==> config.mk <==
export PLATFORM = sky130hd
export DESIGN_NAME = apb_wait_slave_flat
export DESIGN_NICKNAME = d
export VERILOG_FILES = /design/src/rtl/apb_slv_pkg.sv /design/src/rtl/apb_wait_slave_if.sv /design/src/rtl/apb_slv_mem.sv /design/src/rtl/apb_wait_slave.sv /design/src/flat_wrapper.sv
export SDC_FILE = /design/constraint.sdc
export NUM_CORES = 2
export LEC_CHECK = 0
export BUFFER_PORTS_ARGS = -buffer_cell sky130_fd_sc_hd__buf_4
export CAP_MARGIN = 20
export CORE_MARGIN = 1
export CORE_UTILIZATION = 50
export CTS_CLUSTER_SIZE = 20
export DETAILED_ROUTE_END_ITERATION = 12
export HOLD_SLACK_MARGIN = 0.05
export PLACE_DENSITY = 0.63
export SLEW_MARGIN = 20
export SYNTH_ARGS = -nofsm -noshare
export SYNTH_HDL_FRONTEND = slang
export SYNTH_SLANG_ARGS = --single-unit
==> constraint.sdc <==
create_clock -name PCLK -period 3.5 [get_ports PCLK]
set_input_delay 0.175 -clock PCLK [delete_from_list [all_inputs] [get_ports PCLK]]
set_output_delay 0.175 -clock PCLK [all_outputs]
set_load 0.05 [all_outputs]
==> src/rtl/apb_slv_pkg.sv <==
// Shared types and widths for the APB wait-state completer.
// Holds the FSM state encoding and default bus/counter widths.
package apb_slv_pkg;
    localparam int APB_ADDR_W = 8;
    localparam int APB_DATA_W = 8;
    localparam int ERR_CNT_W  = 8;

    typedef enum logic [1:0] {
        IDLE,
        ACCESS,
        RESP
    } slv_state_e;
endpackage

==> src/rtl/apb_wait_slave_if.sv <==
// APB3 bus between the bridge (master) and a completer (slave).
// Request: PSEL PENABLE PWRITE PADDR PWDATA; response: PREADY PRDATA PSLVERR.
interface apb_wait_slave_if #(
    parameter int ADDR_W = 8,
    parameter int DATA_W = 8
);
    logic              PSEL;
    logic              PENABLE;
    logic              PWRITE;
    logic [ADDR_W-1:0] PADDR;
    logic [DATA_W-1:0] PWDATA;
    logic              PREADY;
    logic [DATA_W-1:0] PRDATA;
    logic              PSLVERR;

    modport master (
        output PSEL, PENABLE, PWRITE, PADDR, PWDATA,
        input  PREADY, PRDATA, PSLVERR
    );

    modport slave (
        input  PSEL, PENABLE, PWRITE, PADDR, PWDATA,
        output PREADY, PRDATA, PSLVERR
    );
endinterface

==> src/rtl/apb_slv_mem.sv <==
// DEPTH x DATA_W register file: sync write, comb read, sync clear on rst.
// Ports: clk, rst, we, waddr, wdata, raddr -> rdata (0 when out of range).
module apb_slv_mem #(
    parameter int DEPTH  = 192,
    parameter int ADDR_W = 8,
    parameter int DATA_W = 8
) (
    input  logic              clk,
    input  logic              rst,
    input  logic              we,
    input  logic [ADDR_W-1:0] waddr,
    input  logic [DATA_W-1:0] wdata,
    input  logic [ADDR_W-1:0] raddr,
    output logic [DATA_W-1:0] rdata
);
    logic [DATA_W-1:0] mem [DEPTH];

    always_ff @(posedge clk) begin
        if (rst) begin
            for (int i = 0; i < DEPTH; i++) begin
                mem[i] <= '0;
            end
        end else if (we && int'(waddr) < DEPTH) begin
            mem[waddr] <= wdata;
        end
    end

    assign rdata = (int'(raddr) < DEPTH) ? mem[raddr] : '0;
endmodule

==> src/rtl/apb_wait_slave.sv <==
// APB3 completer: register file with WAIT_CYCLES wait states, PSLVERR, err_count.
// Ports: PCLK, PRESET (sync, active-high), bus (slave modport), err_count.
// Macro APB_WAIT_SLAVE_RO_REGION_EN makes RO_BASE..DEPTH-1 read-only.
module apb_wait_slave
    import apb_slv_pkg::*;
#(
    parameter int ADDR_W      = APB_ADDR_W,
    parameter int DATA_W      = APB_DATA_W,
    parameter int DEPTH       = 192,
    parameter int WAIT_CYCLES = 2,
    parameter int RO_BASE     = 160
) (
    input  logic                 PCLK,
    input  logic                 PRESET,
    apb_wait_slave_if.slave      bus,
    output logic [ERR_CNT_W-1:0] err_count
);
`ifdef APB_WAIT_SLAVE_RO_REGION_EN
    localparam bit RO_EN = 1'b1;
`else
    localparam bit RO_EN = 1'b0;
`endif
    localparam logic [3:0] WAIT_L = 4'(WAIT_CYCLES);

    slv_state_e            state_q, state_d;
    logic [3:0]            cnt_q, cnt_d;
    logic [ADDR_W-1:0]     addr_q, addr_d;
    logic                  wr_q, wr_d;
    logic [DATA_W-1:0]     wdata_q, wdata_d;
    logic                  mism_q, mism_d;
    logic                  ready_q, ready_d;
    logic [DATA_W-1:0]     rdata_q, rdata_d;
    logic                  err_q, err_d;
    logic [ERR_CNT_W-1:0]  ecnt_q, ecnt_d;

    logic                  resp;
    logic                  resp_mism;
    logic                  resp_err;
    logic                  mem_we;
    logic [ADDR_W-1:0]     resp_addr;
    logic                  resp_wr;
    logic [DATA_W-1:0]     mem_rdata;

    // With zero waits the response is built from the live setup phase.
    assign resp_addr = (state_q == IDLE) ? bus.PADDR : addr_q;
    assign resp_wr   = (state_q == IDLE) ? bus.PWRITE : wr_q;

    apb_slv_mem #(
        .DEPTH (DEPTH),
        .ADDR_W(ADDR_W),
        .DATA_W(DATA_W)
    ) u_mem (
        .clk  (PCLK),
        .rst  (PRESET),
        .we   (mem_we),
        .waddr(addr_q),
        .wdata(wdata_q),
        .raddr(resp_addr),
        .rdata(mem_rdata)
    );

    always_comb begin
        state_d   = state_q;
        cnt_d     = cnt_q;
        addr_d    = addr_q;
        wr_d      = wr_q;
        wdata_d   = wdata_q;
        mism_d    = mism_q;
        ready_d   = 1'b0;
        rdata_d   = '0;
        err_d     = 1'b0;
        ecnt_d    = ecnt_q;
        mem_we    = 1'b0;
        resp      = 1'b0;
        resp_mism = mism_q;
        resp_err  = 1'b0;
        unique case (state_q)
            IDLE: begin
                if (bus.PSEL && !bus.PENABLE) begin
                    addr_d    = bus.PADDR;
                    wr_d      = bus.PWRITE;
                    wdata_d   = bus.PWDATA;
                    mism_d    = 1'b0;
                    resp_mism = 1'b0;
                    cnt_d     = WAIT_L;
                    if (WAIT_L == 4'd0) begin
                        resp = 1'b1;
                    end else begin
                        state_d = ACCESS;
                    end
                end
            end
            ACCESS: begin
                if (!bus.PSEL) begin
                    state_d = IDLE;
                end else begin
                    // Any drift of address/control is sticky until the response.
                    resp_mism = mism_q || !bus.PENABLE
                             || (bus.PADDR != addr_q)
                             || (bus.PWRITE != wr_q);
                    mism_d = resp_mism;
                    if (cnt_q <= 4'd1) begin
                        resp = 1'b1;
                    end else begin
                        cnt_d = cnt_q - 4'd1;
                    end
                end
            end
            RESP: begin
                state_d = IDLE;
                mem_we  = wr_q && !err_q;
            end
            default: state_d = IDLE;
        endcase

        if (resp) begin
            resp_err = (int'(resp_addr) >= DEPTH) || resp_mism
                    || (RO_EN && resp_wr && int'(resp_addr) >= RO_BASE);
            state_d  = RESP;
            ready_d  = 1'b1;
            err_d    = resp_err;
            rdata_d  = (!resp_err && !resp_wr) ? mem_rdata : '0;
            if (resp_err && ecnt_q != '1) begin
                ecnt_d = ecnt_q + 1'b1;
            end
        end
    end

    always_ff @(posedge PCLK) begin
        if (PRESET) begin
            state_q <= IDLE;
            cnt_q   <= '0;
            addr_q  <= '0;
            wr_q    <= 1'b0;
            wdata_q <= '0;
            mism_q  <= 1'b0;
            ready_q <= 1'b0;
            rdata_q <= '0;
            err_q   <= 1'b0;
            ecnt_q  <= '0;
        end else begin
            state_q <= state_d;
            cnt_q   <= cnt_d;
            addr_q  <= addr_d;
            wr_q    <= wr_d;
            wdata_q <= wdata_d;
            mism_q  <= mism_d;
            ready_q <= ready_d;
            rdata_q <= rdata_d;
            err_q   <= err_d;
            ecnt_q  <= ecnt_d;
        end
    end

    assign bus.PREADY  = ready_q;
    assign bus.PRDATA  = rdata_q;
    assign bus.PSLVERR = err_q;
    assign err_count   = ecnt_q;
endmodule
==> src/flat_wrapper.sv <==
// flat-port wrapper written by rule: the top's interface ports become plain ports
module apb_wait_slave_flat import apb_slv_pkg::*;
#(
    parameter int ADDR_W      = APB_ADDR_W,
    parameter int DATA_W      = APB_DATA_W,
    parameter int DEPTH       = 192,
    parameter int WAIT_CYCLES = 2,
    parameter int RO_BASE     = 160
)
  (PCLK, PRESET, err_count, bus_PSEL, bus_PENABLE, bus_PWRITE, bus_PADDR, bus_PWDATA, bus_PREADY, bus_PRDATA, bus_PSLVERR);
  apb_wait_slave_if #(.ADDR_W(ADDR_W), .DATA_W(DATA_W)) bus_i ();
  input  logic PCLK;
  input  logic PRESET;
  output logic [ERR_CNT_W-1:0] err_count;
  input wire logic [$bits(bus_i.PSEL)-1:0] bus_PSEL;
  input wire logic [$bits(bus_i.PENABLE)-1:0] bus_PENABLE;
  input wire logic [$bits(bus_i.PWRITE)-1:0] bus_PWRITE;
  input wire logic [$bits(bus_i.PADDR)-1:0] bus_PADDR;
  input wire logic [$bits(bus_i.PWDATA)-1:0] bus_PWDATA;
  output wire logic [$bits(bus_i.PREADY)-1:0] bus_PREADY;
  output wire logic [$bits(bus_i.PRDATA)-1:0] bus_PRDATA;
  output wire logic [$bits(bus_i.PSLVERR)-1:0] bus_PSLVERR;
  assign bus_i.PSEL = bus_PSEL;
  assign bus_i.PENABLE = bus_PENABLE;
  assign bus_i.PWRITE = bus_PWRITE;
  assign bus_i.PADDR = bus_PADDR;
  assign bus_i.PWDATA = bus_PWDATA;
  assign bus_PREADY = bus_i.PREADY;
  assign bus_PRDATA = bus_i.PRDATA;
  assign bus_PSLVERR = bus_i.PSLVERR;
  apb_wait_slave #(.ADDR_W(ADDR_W), .DATA_W(DATA_W), .DEPTH(DEPTH), .WAIT_CYCLES(WAIT_CYCLES), .RO_BASE(RO_BASE)) u_core (.PCLK(PCLK), .PRESET(PRESET), .bus(bus_i), .err_count(err_count));
endmodule
==> summary.txt <==
Job
  – Max-cap violation count: 0

Finish
  – Net count reported at finish: just over 6000
  – Final core utilization: 57.9%
  – Multi-input logic area: 25900 um2
  – Final std cells w/o fill: about 8400
  – Most common cell after layout, fill and taps aside: sky130_fd_sc_hd__edfxtp_1
  – Register Area: ~49000 um2
  – Layout Area Growth over Synthesis: 14.9%
  – Commonest non-fill, non-tap cells in the layout: 1600 x sky130_fd_sc_hd__edfxtp_1, 1475 x sky130_fd_sc_hd__and2_1, 669 x sky130_fd_sc_hd__nand2_1, 414 x sky130_fd_sc_hd__buf_4, 239 x sky130_fd_sc_hd__nor2_1
  – Layout cells sized above 1: 18.4%
  – Filler cell count in the final layout: ~12000

Global routing
  – Largest net degree at the start of global routing: roughly 120
  – Via count of the first global-routing pass: a little under 50000
  – First-pass GRT wire length: ~350000 um
  – Total congestion overflow after global routing: 0
  – Antenna violations before repair: 13
  – Total routing resource utilization after global routing: a little under a third

Worst setup path
  – Worst path buffer plus inverter count: 3
  – FF-to-FF End: u_core.bus.PRDATA[1]$_SDFF_PP0_
  – Kind of cell adding the most delay to the critical path: simple AND/OR/NAND/NOR gates
  – Data required time of the worst path: between 4000 and 5000 ps
  – Cell count of the worst reg-to-reg path: 10
  – Biggest fanout along the worst timing path: 16
  – Arrival time reported for the critical path endpoint: approximately 4200 ps
  – Biggest cell delay along the critical path: ~600 ps
  – Critical R2R Launch: u_core.state_q[1]$_SDFFE_PP0P_
  – Launching element type of the critical path: register
  – Crit. path cell count: 10
  – Capturing element of the worst setup path: u_core.bus.PRDATA[1]$_SDFF_PP0_
  – Critical Path End Type: register
  – Slowest cell on crit path: sky130_fd_sc_hd__mux4_2
  – Register-to-register setup slack: -40 ps
  – Worst path most repeated cell: sky130_fd_sc_hd__buf_4
  – Source of the critical timing path: u_core.state_q[1]$_SDFFE_PP0P_
  – Kind of critical path: register to register
  – Cell Chain, Critical Path: or3b_1 > nand2_8 > buf_12 > buf_4 > mux4_2 > nor3_1 > a21oi_2 > o41ai_2 > buf_4 > a41oi_1

Timing
  – Final number of max-transition violations: 0
  – Transition at the pin with the smallest max-transition slack: a little under 1000 ps
  – Post-route fraction of the period consumed by the critical path: 101%
  – Final setup slack of the worst path: -44.7 ps
  – RSZ-0062 raised after global routing: true
  – Fmax: 282 MHz
  – Worst clock skew: around 32 ps
  – Relative slew margins: 34.8%
  – Minimum period implied by the final worst setup slack: around 3500 ps
  – Final setup violation count: 2
  – Number of failing hold endpoints at the final stage: 0

Floorplan
  – Ports placed on the boundary: 39
  – Std-Cell Rows: around 140
  – Area of the die: 155000 um2
  – Horiz. Die Dim: slightly below 400 um
  – Initial Util: about half
  – Area of the core: roughly 150000 um2
  – Die Ht: 394 um

Power
  – Static leakage: ~33 nW
  – Maximum vdd ir drop: ~0.60 mV
  – Pwr per Cell Area: 514 nW/um2

CTS
  – Maximum level of the CTS H-tree: 4
  – Clock sink total: ~1600
  – Cts bufs inserted: 171
  – TritonCTS clock tree: yes
  – Cell at the root of the clock tree: sky130_fd_sc_hd__clkbuf_16
  – Clock network latency to the later pin of the worst-skew pair: 820 ps
  – Number of buffers on the longest clock path: 3
  – Post-CTS clock slew at the launch and capture registers of the worst setup and hold paths: about 60 ps

Detailed routing
  – Remaining DRCs: 0
  – Total iterations of the first detailed-routing run: 7
  – Number of design-rule violations left by the first detailed-router iteration: just under 7000
  – Wirelength per Cell: 28.5 um
  – Routed Wire Length: roughly 240000 um
  – Number of routed nets with antenna violations: 0
  – Overall via count from detail_route: roughly 50000
  – Vias/cell: approximately 6

Yosys
  – Per-instance average area after synthesis: between 10 and 15 um2
  – Fraction of the yosys area taken by sequential cells: 63.8%
  – Post-synthesis simple-gate area fraction: 21.1%
  – Number of distinct standard cells referenced by the synthesized netlist: 90
  – Main combinational cell family by area after synthesis: simple AND/OR/NAND/NOR gates
  – Compound-cell area share of the yosys netlist: 4.66%
  – Arithmetic-cell share of the synthesized area counting full adders, half adders and majority gates: less than 1%
  – Post-synthesis sequential element count: approximately 1600
  – Number of enable-type register cells in the synthesized netlist: 1600
  – Parity-gate share of the synthesized area counting xor and xnor cells: less than 1%
  – Mapped cell area: ~77000 um2
  – Most instantiated flip-flop cell in the synthesis netlist: sky130_fd_sc_hd__edfxtp_1
  – Instance count of the mapped netlist: about 6000
  – Share of async-settable or async-resettable flops after synthesis: 0%
  – Mux contribution to synthesized area: ~7%
  – Warnings, synthesis: 0

Worst hold path
  – Hold Crit Start: PRESET
  – Path category of the worst min-delay check: input pin to register

Placed design
  – Routability cong.: about 0.94
  – IO buf count: 38
  – Count of placed standard cells including taps: 7999
  – DPL Wire Length: ~160000 um

Status
  – Run status: finished with violations
  – Failing checks: negative setup slack
flip-flops by register name, summed over array words and instances, names as in the netlist:
register	cells
u_core.u_mem.mem	1600
u_core.addr_q	8
u_core.bus.PRDATA	8
u_core.err_count	8
u_core.wdata_q	8
u_core.cnt_q	4
u_core.state_q	2
u_core.bus.PREADY	1
u_core.bus.PSLVERR	1
u_core.mism_q	1
u_core.wr_q	1
worst min-delay path by stage:
stage | to | slack [ps] | depth (start not counted)
2_1_floorplan | u_core.wr_q$_SDFFE_PP0P_ | 310 | 2
3_3_place_gp | u_core.wdata_q[4]$_SDFFE_PP0P_ | 420 | 3
3_5_place_dp | u_core.wdata_q[4]$_SDFFE_PP0P_ | 420 | 3
4_1_cts | u_core.err_count[7]$_SDFFE_PP0P_ | 370 | 3
5_1_grt | u_core.err_count[0]$_SDFFE_PP0P_ | 460 | 3
6_report | u_core.err_count[7]$_SDFFE_PP0P_ | 430 | 3
metrics by stage:
step	setup WS (ps)	area [um2]	total power, mW	setup TNS [ps]	hold WS, ps
final	-44.7	88000	45.3	-51.5	427
after global routing	-85.2	88000	46.3	-156	461
after CTS	3.47	87900	45.2	0	366
after detailed placement	-321	81600	26.9	-689	425
after global placement	-464	81600	26.8	-792	422
after floorplan	921	76900	25.0	0	311
logic make-up after synthesis:
family,count (synthesis)
xor gates and xnor gates,17
DFF,1642
AOI/OAI and AO/OA,467
and+or+nand+nor,2978
adders and majority gates,3
muxes,318
other,1
buffers and inverters,457
timing repair:
action	CTS	global route
hold buffers	54	0
pin swaps	2	7
gates resized for setup	9	22
setup endpoints to repair	3	7
buffers inserted	0	10
endpoints found under the hold margin	42	0
worst reg2reg max path, stage by stage (launching register included):
cell and delay, ps:
sky130_fd_sc_hd__dfxtp_1 340, sky130_fd_sc_hd__or3b_1 490, sky130_fd_sc_hd__nand2_8 240, sky130_fd_sc_hd__buf_12 170, sky130_fd_sc_hd__buf_4 300, sky130_fd_sc_hd__mux4_2 610
sky130_fd_sc_hd__nor3_1 210, sky130_fd_sc_hd__a21oi_2 140, sky130_fd_sc_hd__o41ai_2 540, sky130_fd_sc_hd__buf_4 230, sky130_fd_sc_hd__a41oi_1 130
layer usage:
| layer | vias to the layer above | global-route usage (%) | part of all wire (%) |
|---|---|---|---|
| met1 | 25700 | 43.7 | 40 |
| met5 | - | 0 | 0.017 |
| met2 | 2817 | 46.9 | 46 |
| li1 | 21800 | - | - |
| met3 | 418 | 5.81 | 10 |
| met4 | 6 | 10.6 | 3.7 |
report_power, final:
group / total, mW / switching, mW / internal [mW]
combinational: 4.19 / 2.77 / 1.42
sequential: 22.5 / 0.304 / 22.2
clock: 18.6 / 7.76 / 10.8
final cells by class:
cell class / instances / share of cell area, %
repair buffers: 536 / 5.68
clock inverters: 100 / 1.22
multi-input cells: 3847 / 29.4
clock buffers: 212 / 5.18
inverters: 8 / 0.0341
diodes: 2 / 0.00568
well taps: 2030 / 2.88
flip-flops and latches: 1642 / 55.6
synthesized netlist by cell type (all sizes together) (7+ instances only):
master	instances	area (um2)
a311oi	29	254
a41oi	9	78.8
and2	1475	9230
dfxtp	42	841
o22ai	8	50.1
a221o	8	80.1
a211oi	30	235
a221oi	18	170
buf	176	1260
nand2b	10	62.6
a2111oi	16	146
nand3	190	951
or2	188	1180
nor2	251	980
o21ai	37	211
mux2i	131	1310
mux4	186	4190
a32o	8	80.1
a21o	11	82.6
o21a	9	67.6
o2111ai	11	96.3
o31ai	7	57.6
inv	8	30.0
a22oi	21	163
o211ai	15	113
a21oi	56	280
and3	100	626
a311o	7	70.1
nand4	30	188
nor3	22	110
a31oi	63	394
clkbuf	273	1030
nand2	673	2550
a32oi	69	604
xor2	13	114
nor4	11	68.8
edfxtp	1600	48000
(Power assumes the default switching activity.)
